[src/rtl/ins_fetch_ctrl.sv]
// Instruction fetch controller with a single-line buffer. A miss refills one
// whole line from instruction memory, one word per MemAck.
module ins_fetch_ctrl #(
    parameter int dataW     = 32,
    parameter int LineWords = 4
) (
    input  logic             clock,
    input  logic             reset,
    input  logic [dataW-1:0] ProgAddr,
    input  logic             Flush,
    input  logic             MemAck,
    input  logic [dataW-1:0] MemData,
    output logic             MemReq,
    output logic [dataW-1:0] MemAddr,
    output logic [dataW-1:0] Instruction,
    output logic             InsValid,
    output logic             InsCacheStall
);

    localparam int IdxW = $clog2(LineWords);
    localparam int TagW = dataW - IdxW - 2;

    typedef enum logic {
        IDLE,
        FILL
    } stateT;

    stateT             state, nextState;
    logic [TagW-1:0]   addrTag, tagReg, fillTag;
    logic [IdxW-1:0]   wordIdx, count;
    logic              valid, hit;
    logic              startFill, wordAck, lastWord, clearValid;
    logic [dataW-1:0]  lineMem [LineWords];

    // Byte-offset bits never select anything; instructions are word aligned.
    logic unusedAddrBits;
    assign unusedAddrBits = ^ProgAddr[1:0];

    assign addrTag = ProgAddr[dataW-1:IdxW+2];
    assign wordIdx = ProgAddr[IdxW+1:2];
    assign hit     = valid && (tagReg == addrTag) && (state == IDLE);

    assign InsValid      = hit;
    assign InsCacheStall = !hit;
    assign Instruction   = hit ? lineMem[wordIdx] : '0;

    always_comb begin
        // NOTE: every signal driven here gets a default first, so no path can infer a latch.
        nextState  = state;
        startFill  = 1'b0;
        wordAck    = 1'b0;
        lastWord   = 1'b0;
        clearValid = 1'b0;
        MemReq     = 1'b0;
        MemAddr    = '0;
        case (state)
            IDLE: begin
                if (Flush) begin
                    clearValid = 1'b1;
                end else if (!hit) begin
                    startFill = 1'b1;
                    nextState = FILL;
                end
            end
            FILL: begin
                MemReq  = 1'b1;
                MemAddr = {fillTag, count, 2'b00};
                // Flush outranks an ack arriving in the same cycle.
                if (Flush) begin
                    clearValid = 1'b1;
                    nextState  = IDLE;
                end else if (MemAck) begin
                    wordAck = 1'b1;
                    if (count == IdxW'(LineWords - 1)) begin
                        lastWord  = 1'b1;
                        nextState = IDLE;
                    end
                end
            end
            default: nextState = IDLE;
        endcase
    end

    // NOTE: all state registers update with non-blocking assignments so every flop samples pre-edge values.
    always_ff @(posedge clock or posedge reset) begin
        if (reset) begin
            state <= IDLE;
        end else begin
            state <= nextState;
        end
    end

    always_ff @(posedge clock or posedge reset) begin
        if (reset) begin
            count   <= '0;
            fillTag <= '0;
            tagReg  <= '0;
            valid   <= 1'b0;
        end else if (clearValid) begin
            valid <= 1'b0;
            count <= '0;
        end else if (startFill) begin
            fillTag <= addrTag;
            count   <= '0;
            valid   <= 1'b0;
        end else if (wordAck) begin
            count <= count + IdxW'(1);
            if (lastWord) begin
                tagReg <= fillTag;
                valid  <= 1'b1;
            end
        end
    end

    // NOTE: the line array is deliberately not reset; the valid bit guards every read of it.
    always_ff @(posedge clock) begin
        if (wordAck) begin
            lineMem[count] <= MemData;
        end
    end

endmodule

[config.mk]
export PLATFORM = sky130hd
export DESIGN_NAME = ins_fetch_ctrl
export DESIGN_NICKNAME = d
export VERILOG_FILES = /design/src/rtl/ins_fetch_ctrl.sv
export SDC_FILE = /design/constraint.sdc
export NUM_CORES = 1
export LEC_CHECK = 0
export ABC_AREA = 0
export ABC_CLOCK_PERIOD_IN_PS = 5100
export BUFFER_PORTS_ARGS = -buffer_cell sky130_fd_sc_hd__buf_2
export CORE_MARGIN = 8
export CORE_UTILIZATION = 41
export DETAILED_ROUTE_END_ITERATION = 10
export PLACE_DENSITY = 0.63
export REMOVE_ABC_BUFFERS = 1
export SKIP_CTS_REPAIR_TIMING = 1
export SYNTH_ARGS = -nofsm -noshare
export SYNTH_HDL_FRONTEND = slang
export SYNTH_SLANG_ARGS = --single-unit
[constraint.sdc]
create_clock -name clock -period 5.1 [get_ports clock]
set_input_delay 1.02 -clock clock [delete_from_list [all_inputs] [get_ports clock]]
set_output_delay 1.02 -clock clock [all_outputs]
set_load 0.05 [all_outputs]
==> qor.csv, run 1 <==
metric;value;unit
hold_violations;0;
fill_cells;1606;
seq_area_frac_synth;0.680;
critPathRequiredTime;4.08;ns
h-tree-depth;4;
hp-class;reg -> reg;
vias;4361;
drt_wl_total;16100;microns
period_needed;4.25;ns
post-route-period-util;0.833;
area_growth;18.6;%
syn_area;0.00787;sq mm
synthFlopType;edfxtp_1;
grt_overflow_total;0;
vdd_drop_max;232;uV
drv_slew;0;
syn_area_per_cell;16.1;sq um
insertion_delay;0.42;ns
core;0.0188;sq mm
cts_max_path_buffers;2;
antenna_found_initial;2;
end_kind;primary output;
clock.fmax;0.236;GHz
grt_pass1_vias;4830;
synthArstFlopShare;0.319;
power;3.35;mW
post_drt_wl_per_cell;18.6;microns
ant_nets;0;
post-route-util;0.497;
final_cell_count_no_fill;869;
synth.area.top_cells;edfxtp_1 49%, dfrtp_1 19%, mux4_2 9.2%, nand2_1 4.1%, mux2_4 3.8%;
grt_pass1_wl;25700;microns
viasPerCell;5.02;
setup_tns;0;ns
tightest_slew;0.904;ns
std_cell_rows;50;
numPortBuffers;130;
setup_viol;0;
arrival;3.23;ns
worstHoldStart;fillTag[24];
cts_num_sinks;188;
cts_buffers;17;
dp_hpwl;10400;microns
die_y;155;microns
start_util;0.419;
drv_cap;0;
gr-usage-all-layers;0.139;
crit_path_start_kind;input pin;
whs;0.489;ns
yosysTopAreaCellShare;0.489;
r2r-start;tagReg[3];
cts_tree;done;
cts-root-buf;clkbuf_16;
pre_cts_ws;0.798;ns
ys_ff_latch;188;
dpl_cell_area;0.00874;sq mm
synth_cells;487;
dp.cells;836;
design_area;0.00933;sq mm
leakagePower;3.92;nW
clk_pin_slew_worst_paths;0.07;ns
path_max_fanout;37;
fin_ws;0.854;ns
synth-edff-count;128;
rsz0062_at_grt;false;
grt_max_degree;61;
drt_iter0_markers;199;
timing.reg2reg.setup_slack;2.40;ns
ioPinCount;135;
crit_type;in -> out;
drc;0;
synth_warnings;0;
synth_top_cell_by_area;edfxtp_1;
die_w;155;microns
max_slew_margin;0.398;
ys_types;34;
cp-startpoint;ProgAddr[7];
status;complete, no violations;
gp_congestion;0.760;
fin_nets;693;
die_area;0.0239;sq mm
fin_skew;0.00554;ns
p_per_area;359;mW/mm^2
dr.pass1.iters;4;
drive_gt1_frac;0.383;
## power breakdown
group / switching (mW) / internal (mW) / leakage [nW]
Sequential: 0.0324 / 1.69 / 1.93
Clock: 0.581 / 0.731 / 0.283
Combinational: 0.192 / 0.131 / 1.71
## Yosys cell counts, types with 7 or more instances
library cell and number:
and2_1 28, mux4_2 32, dfrtp_1 60, buf_2 7, nor2b_1 32, clkbuf_1 12, inv_1 7, mux2_2 8
xor2_1 28, edfxtp_1 128, nand2_1 85, mux2_4 20
## final cells by class
type	count	area (sq um)	share of cell area
Multi-Input combinational cell	267	2350	0.252
Clock buffer	17	425	0.0456
Inverter	7	26.3	0.00282
Timing Repair Buffer	140	726	0.0778
Tap cell	234	293	0.0314
Clock inverter	15	158	0.0169
Sequential cell	188	5350	0.573
Antenna cell	1	2.50	0.000268
## state kept, by name, summed over array words and instances, names as in the netlist
register	count
fillTag	28
lineMem	128
count	2
valid	1
tagReg	28
state	1
## worst max-delay path, cell delays in order
cell	delay [ns]
buf_2	0.12
xor2_1	0.13
nor4_1	0.36
nand4_1	0.29
or2_2	0.67
nor2b_1	0.30
buf_2	0.30
## cells in the final DEF, fill, tap and decap left out, drive strengths merged
| master | instances |
|---|---|
| a221oi | 2 |
| and2 | 28 |
| and3b | 1 |
| buf | 140 |
| bufinv | 2 |
| clkbuf | 17 |
| clkinv | 5 |
| clkinvlp | 1 |
| conb | 2 |
| dfrtp | 60 |
| diode | 1 |
| edfxtp | 128 |
| ha | 4 |
| inv | 14 |
| mux2 | 28 |
| mux4 | 32 |
| nand2 | 85 |
| nand3 | 2 |
| nand4 | 2 |
| nor2 | 3 |
| nor2b | 32 |
| nor3 | 2 |
| nor3b | 3 |
| nor4 | 7 |
| o21a | 1 |
| o21ai | 1 |
| o21ba | 1 |
| o31ai | 1 |
| or2 | 2 |
| xor2 | 28 |
## path summary, 6_finish.rpt
check,to,cells past startpoint
worst max-delay path,Instruction[20],7
worst min-delay path,tagReg[24],2
worst max register to register,fillTag[23],6
worst min register to register,tagReg[24],2
max in group asynchronous,fillTag[14],3
min in group asynchronous,tagReg[25],3
## per-layer routing
| layer | GRT usage | vias to the layer above | part of all wire |
|---|---|---|---|
| li1 | - | 2013 | - |
| met1 | 0.173 | 2192 | 0.45 |
| met2 | 0.229 | 137 | 0.48 |
| met3 | 0.0412 | 15 | 0.064 |
| met4 | 0.0457 | 4 | 0.0094 |
| met5 | 0 | - | 0.0014 |
## cell families after synthesis
| kind of cell | share of synthesized area |
|---|---|
| flip-flops | 0.680 |
| AND/OR/NAND/NOR | 0.108 |
| multiplexers | 0.141 |
| buffers and inverters | 0.0239 |
| XOR/XNOR | 0.0312 |
| AO/OA/AOI/OAI | 0.00907 |
| adder cells (fa/ha/maj) | 0.00636 |
| other | 0.000477 |
No activity file was read; power rests on OpenSTA's default activity.
==> run 2, diff against run 1 <==
--- a/config.mk
+++ b/config.mk
@@ -6,12 +6,12 @@
 export NUM_CORES = 1
 export LEC_CHECK = 0
 export ABC_AREA = 0
-export ABC_CLOCK_PERIOD_IN_PS = 5100
+export ABC_CLOCK_PERIOD_IN_PS = 3500
 export BUFFER_PORTS_ARGS = -buffer_cell sky130_fd_sc_hd__buf_2
 export CORE_MARGIN = 8
 export CORE_UTILIZATION = 41
 export DETAILED_ROUTE_END_ITERATION = 10
-export PLACE_DENSITY = 0.63
+export PLACE_DENSITY = 0.66
 export REMOVE_ABC_BUFFERS = 1
 export SKIP_CTS_REPAIR_TIMING = 1
 export SYNTH_ARGS = -nofsm -noshare
==> constraint.sdc (replaced) <==
create_clock -name clock -period 3.5 [get_ports clock]
set_input_delay 0.7 -clock clock [delete_from_list [all_inputs] [get_ports clock]]
set_output_delay 0.7 -clock clock [all_outputs]
set_load 0.05 [all_outputs]
==> qor.csv, run 2 (synthesis results as in run 1) <==
metric;value;unit
hp-class;in -> async;
drv_cap;0;
setup_tns;0;ns
start_util;0.419;
rr_worst_depth;7;
top_regs;lineMem x128, fillTag x28, tagReg x28;
post_drt_wl_per_cell;18.2;microns
ioPinCount;135;
vias;4344;
period_needed;3.23;ns
layout_commonest_cell;buf_2;
cp-endpoint;Instruction[14];
clock.fmax;0.310;GHz
fin_skew;0.00920;ns
reg2reg_to;fillTag[23];
gp_congestion;0.779;
h-tree-depth;4;
drive_gt1_frac;0.388;
cts_num_sinks;188;
drv_slew;0;
critPathRequiredTime;2.80;ns
fill_cells;1612;
core;0.0188;sq mm
hold_violations;0;
leakagePower;3.96;nW
insertion_delay;0.42;ns
grt_max_degree;61;
numPortBuffers;130;
r2r-start;tagReg[3];
dp_hpwl;10400;microns
end_kind;primary output;
cts_tree;done;
clk_pin_slew_worst_paths;0.07;ns
p_per_area;518;mW/mm^2
antenna_found_initial;2;
grt_overflow_total;0;
status;complete, no violations;
gr-usage-all-layers;0.139;
die_area;0.0239;sq mm
die_y;155;microns
viasPerCell;4.99;
setup_viol;0;
cts_max_path_buffers;2;
post-route-util;0.502;
grt_pass1_wl;26000;microns
tightest_slew;0.752;ns
drc;0;
max_flop_register;lineMem;
cts_buffers;17;
grt_pass1_vias;4945;
arrival;2.53;ns
vdd_drop_max;331;uV
path_max_fanout;37;
std_cell_rows;50;
largest_reg_flops;128;
ant_nets;0;
drt_wl_total;15900;microns
crit_path_start_kind;register;
dr.pass1.iters;6;
die_w;155;microns
crit_type;reg -> out;
timing.reg2reg.setup_slack;1.20;ns
cp-startpoint;tagReg[3];
drt_iter0_markers;252;
max_slew_margin;0.499;
cts-root-buf;clkbuf_16;
area_growth;19.7;%
fin_nets;695;
post-route-period-util;0.923;
num_antenna_cells;0;
rsz0062_at_grt;false;
final_cell_mix;130 x buf_2, 128 x edfxtp_1, 85 x nand2_1;
run 2: routing by layer:
layer / up-vias / GRT usage / wire length [microns]
met5: - / 0 / 26
met4: 4 / 0.0364 / 95
met3: 14 / 0.0465 / 860
met2: 131 / 0.229 / 7670
met1: 2177 / 0.174 / 7220
li1: 2018 / - / -
run 2: final cells by class:
class                   instances  area, sq um  area share
flip-flops and latches        188         5350       0.568
well taps                     234          293      0.0311
repair buffers                142          803      0.0853
clock inverters                15          171      0.0182
multi-input cells             267         2350       0.250
clock buffers                  17          425      0.0452
inverters                       7         26.3     0.00279
run 2: worst max-delay path: stages (launching register included):
cell and delay (ns):
dfrtp_1 0.39, xor2_1 0.16, nor4_1 0.34, nand4_1 0.22, or2_2 0.35, buf_12 0.19, nor2b_1 0.16, buf_2 0.28
run 2: worst min-delay path by stage:
stage	start	to	slack [ns]
final	reset	fillTag[25]	0.48
after global routing	MemData[29]	lineMem[3][29]	0.47
after CTS	MemData[28]	lineMem[1][28]	0.47
after detailed placement	fillTag[11]	tagReg[11]	0.48
after global placement	fillTag[22]	tagReg[22]	0.46
after floorplan	fillTag[19]	tagReg[19]	0.45
run 2: report_power, final:
| part | switching (mW) | total, mW | internal [mW] |
|---|---|---|---|
| sequential | 0.0478 | 2.50 | 2.46 |
| combinational | 0.281 | 0.476 | 0.195 |
| clock | 0.831 | 1.90 | 1.07 |
| total | 1.16 | 4.88 | 3.72 |
run 2: per-stage QoR:
stage	setup slack [ns]	hold slack (ns)	cell area, sq um	total power [mW]	cells
4_1_cts	0.173	0.470	9420	4.93	870
6_report	0.269	0.482	9420	4.88	870
3_3_place_gp	0.223	0.463	8820	3.02	838
3_5_place_dp	0.215	0.477	8820	3.03	838
2_1_floorplan	-0.643	0.447	7710	2.86	462
5_1_grt	0.0866	0.473	9420	5.06	870
==> run 3, diff against run 2 <==
--- a/config.mk
+++ b/config.mk
@@ -7,11 +7,11 @@
 export LEC_CHECK = 0
 export ABC_AREA = 0
 export ABC_CLOCK_PERIOD_IN_PS = 3500
-export BUFFER_PORTS_ARGS = -buffer_cell sky130_fd_sc_hd__buf_2
 export CORE_MARGIN = 8
 export CORE_UTILIZATION = 41
 export DETAILED_ROUTE_END_ITERATION = 10
-export PLACE_DENSITY = 0.66
+export DONT_BUFFER_PORTS = 1
+export PLACE_DENSITY = 0.59
 export REMOVE_ABC_BUFFERS = 1
 export SKIP_CTS_REPAIR_TIMING = 1
 export SYNTH_ARGS = -nofsm -noshare
==> qor.csv, run 3 (synthesis results as in run 1) <==
metric;value;unit
insertion_delay;0.42;ns
arrival;2.53;ns
drt_iter0_markers;195;
tightest_slew;0.771;ns
end_kind;primary output;
cp_num_buf_inv;2;
area_growth;14.4;%
grt_max_degree;39;
crit_path_start_kind;register;
setup_viol;0;
drc;0;
pre_cts_ws;0.359;ns
die_area;0.0239;sq mm
vdd_drop_max;334;uV
cts_tree;done;
grt_overflow_total;0;
grt_pass1_wl;25100;microns
max_flop_register;lineMem;
critPathRequiredTime;2.80;ns
max_slew_margin;0.485;
cts_buffers;17;
p_per_area;529;mW/mm^2
num_antenna_cells;0;
slowest_delay;0.39;ns
antenna_found_initial;0;
gr-usage-all-layers;0.138;
crit_type;reg -> out;
dp_hpwl;9980;microns
fin_skew;0.00935;ns
slowest_stage;dfrtp_1;
leakagePower;3.54;nW
status;complete, no violations;
fin_nets;601;
drv_cap;0;
layout_commonest_cell;edfxtp_1;
dr.pass1.iters;4;
clk_pin_slew_worst_paths;0.07;ns
top_regs;lineMem x128, fillTag x28, tagReg x28;
post-route-period-util;0.923;
cts_max_path_buffers;2;
hp-class;in -> async;
clock.fmax;0.310;GHz
cts_num_sinks;188;
cts-root-buf;clkbuf_16;
viasPerCell;5.16;
core;0.0188;sq mm
grt_util_met1;0.158;
drv_slew;0;
post_drt_wl_per_cell;20.4;microns
grt_pass1_vias;4472;
period_needed;3.23;ns
grt_util_met3;0.0591;
fin_ws;0.270;ns
path_max_fanout;37;
die_y;155;microns
final_cell_count_no_fill;776;
ant_nets;0;
std_cell_rows;50;
drt_wl_total;15800;microns
crit_chain;xor2_1 > nor4_2 > nand4_2 > or2_2 > buf_12 > nor2b_1 > buf_4;
ioPinCount;135;
grt-busiest-layer;met2;
rsz0062_at_grt;false;
grtUsageMet2;0.231;
start_util;0.419;
drive_gt1_frac;0.284;
final_cell_mix;128 x edfxtp_1, 85 x nand2_1, 60 x dfrtp_1;
hold_violations;0;
h-tree-depth;4;
setup_tns;0;ns
vias;4008;
largest_reg_flops;128;
dp.cells;744;
whs;0.296;ns
worst_path_dominant_cell_family;simple AND/OR/NAND/NOR gates;
numPortBuffers;0;
gp_congestion;0.732;
die_w;155;microns
## run 3: through the flow
stage	cell area, sq um	power [mW]	utilization
floorplan	7710	2.86	-
global placement	8410	2.91	0.448
detailed placement	8410	2.92	0.448
CTS	8990	4.81	0.479
global route	8990	4.92	0.479
finish	8990	4.76	0.479
## run 3: worst reg2reg max path: cells and delay by family (launching register included)
family | cells | cell delay [ns]
flops | 1 | 0.36
simple gates | 2 | 0.46
buf+inv | 3 | 1.14
## run 3: where the power goes
| group | internal [mW] | total, mW | switching (mW) |
|---|---|---|---|
| Combinational | 0.144 | 0.360 | 0.216 |
| Clock | 1.01 | 1.89 | 0.885 |
| Sequential | 2.46 | 2.50 | 0.0476 |
## run 3: layout make-up
class | instances | area [sq um]
sequential | 188 | 5350
fill | 1622 | 9770
clock buffer | 17 | 425
tap | 234 | 293
multi-input combinational | 267 | 2350
timing repair buffer | 48 | 398
clock inverter | 15 | 156
inverter | 7 | 26.3
## run 3: path summary, 6_finish.rpt
kind	from	to	slack [ns]	cells after the start
setup / recovery	tagReg[24]	Instruction[27]	0.27	7
hold / removal	reset	fillTag[16]	0.30	1
setup reg to reg	state	lineMem[3][27]	1.25	5
hold reg to reg	fillTag[26]	tagReg[26]	0.49	2
max in group asynchronous	reset	tagReg[12]	2.54	2
min in group clock	Flush	count[0]	0.33	1
## run 3: per-layer routing
| layer | part of all wire | wire length, microns |
|---|---|---|
| met5 | 0 | 0 |
| met4 | 0.0097 | 153 |
| met3 | 0.087 | 1380 |
| met2 | 0.49 | 7720 |
| met1 | 0.41 | 6550 |
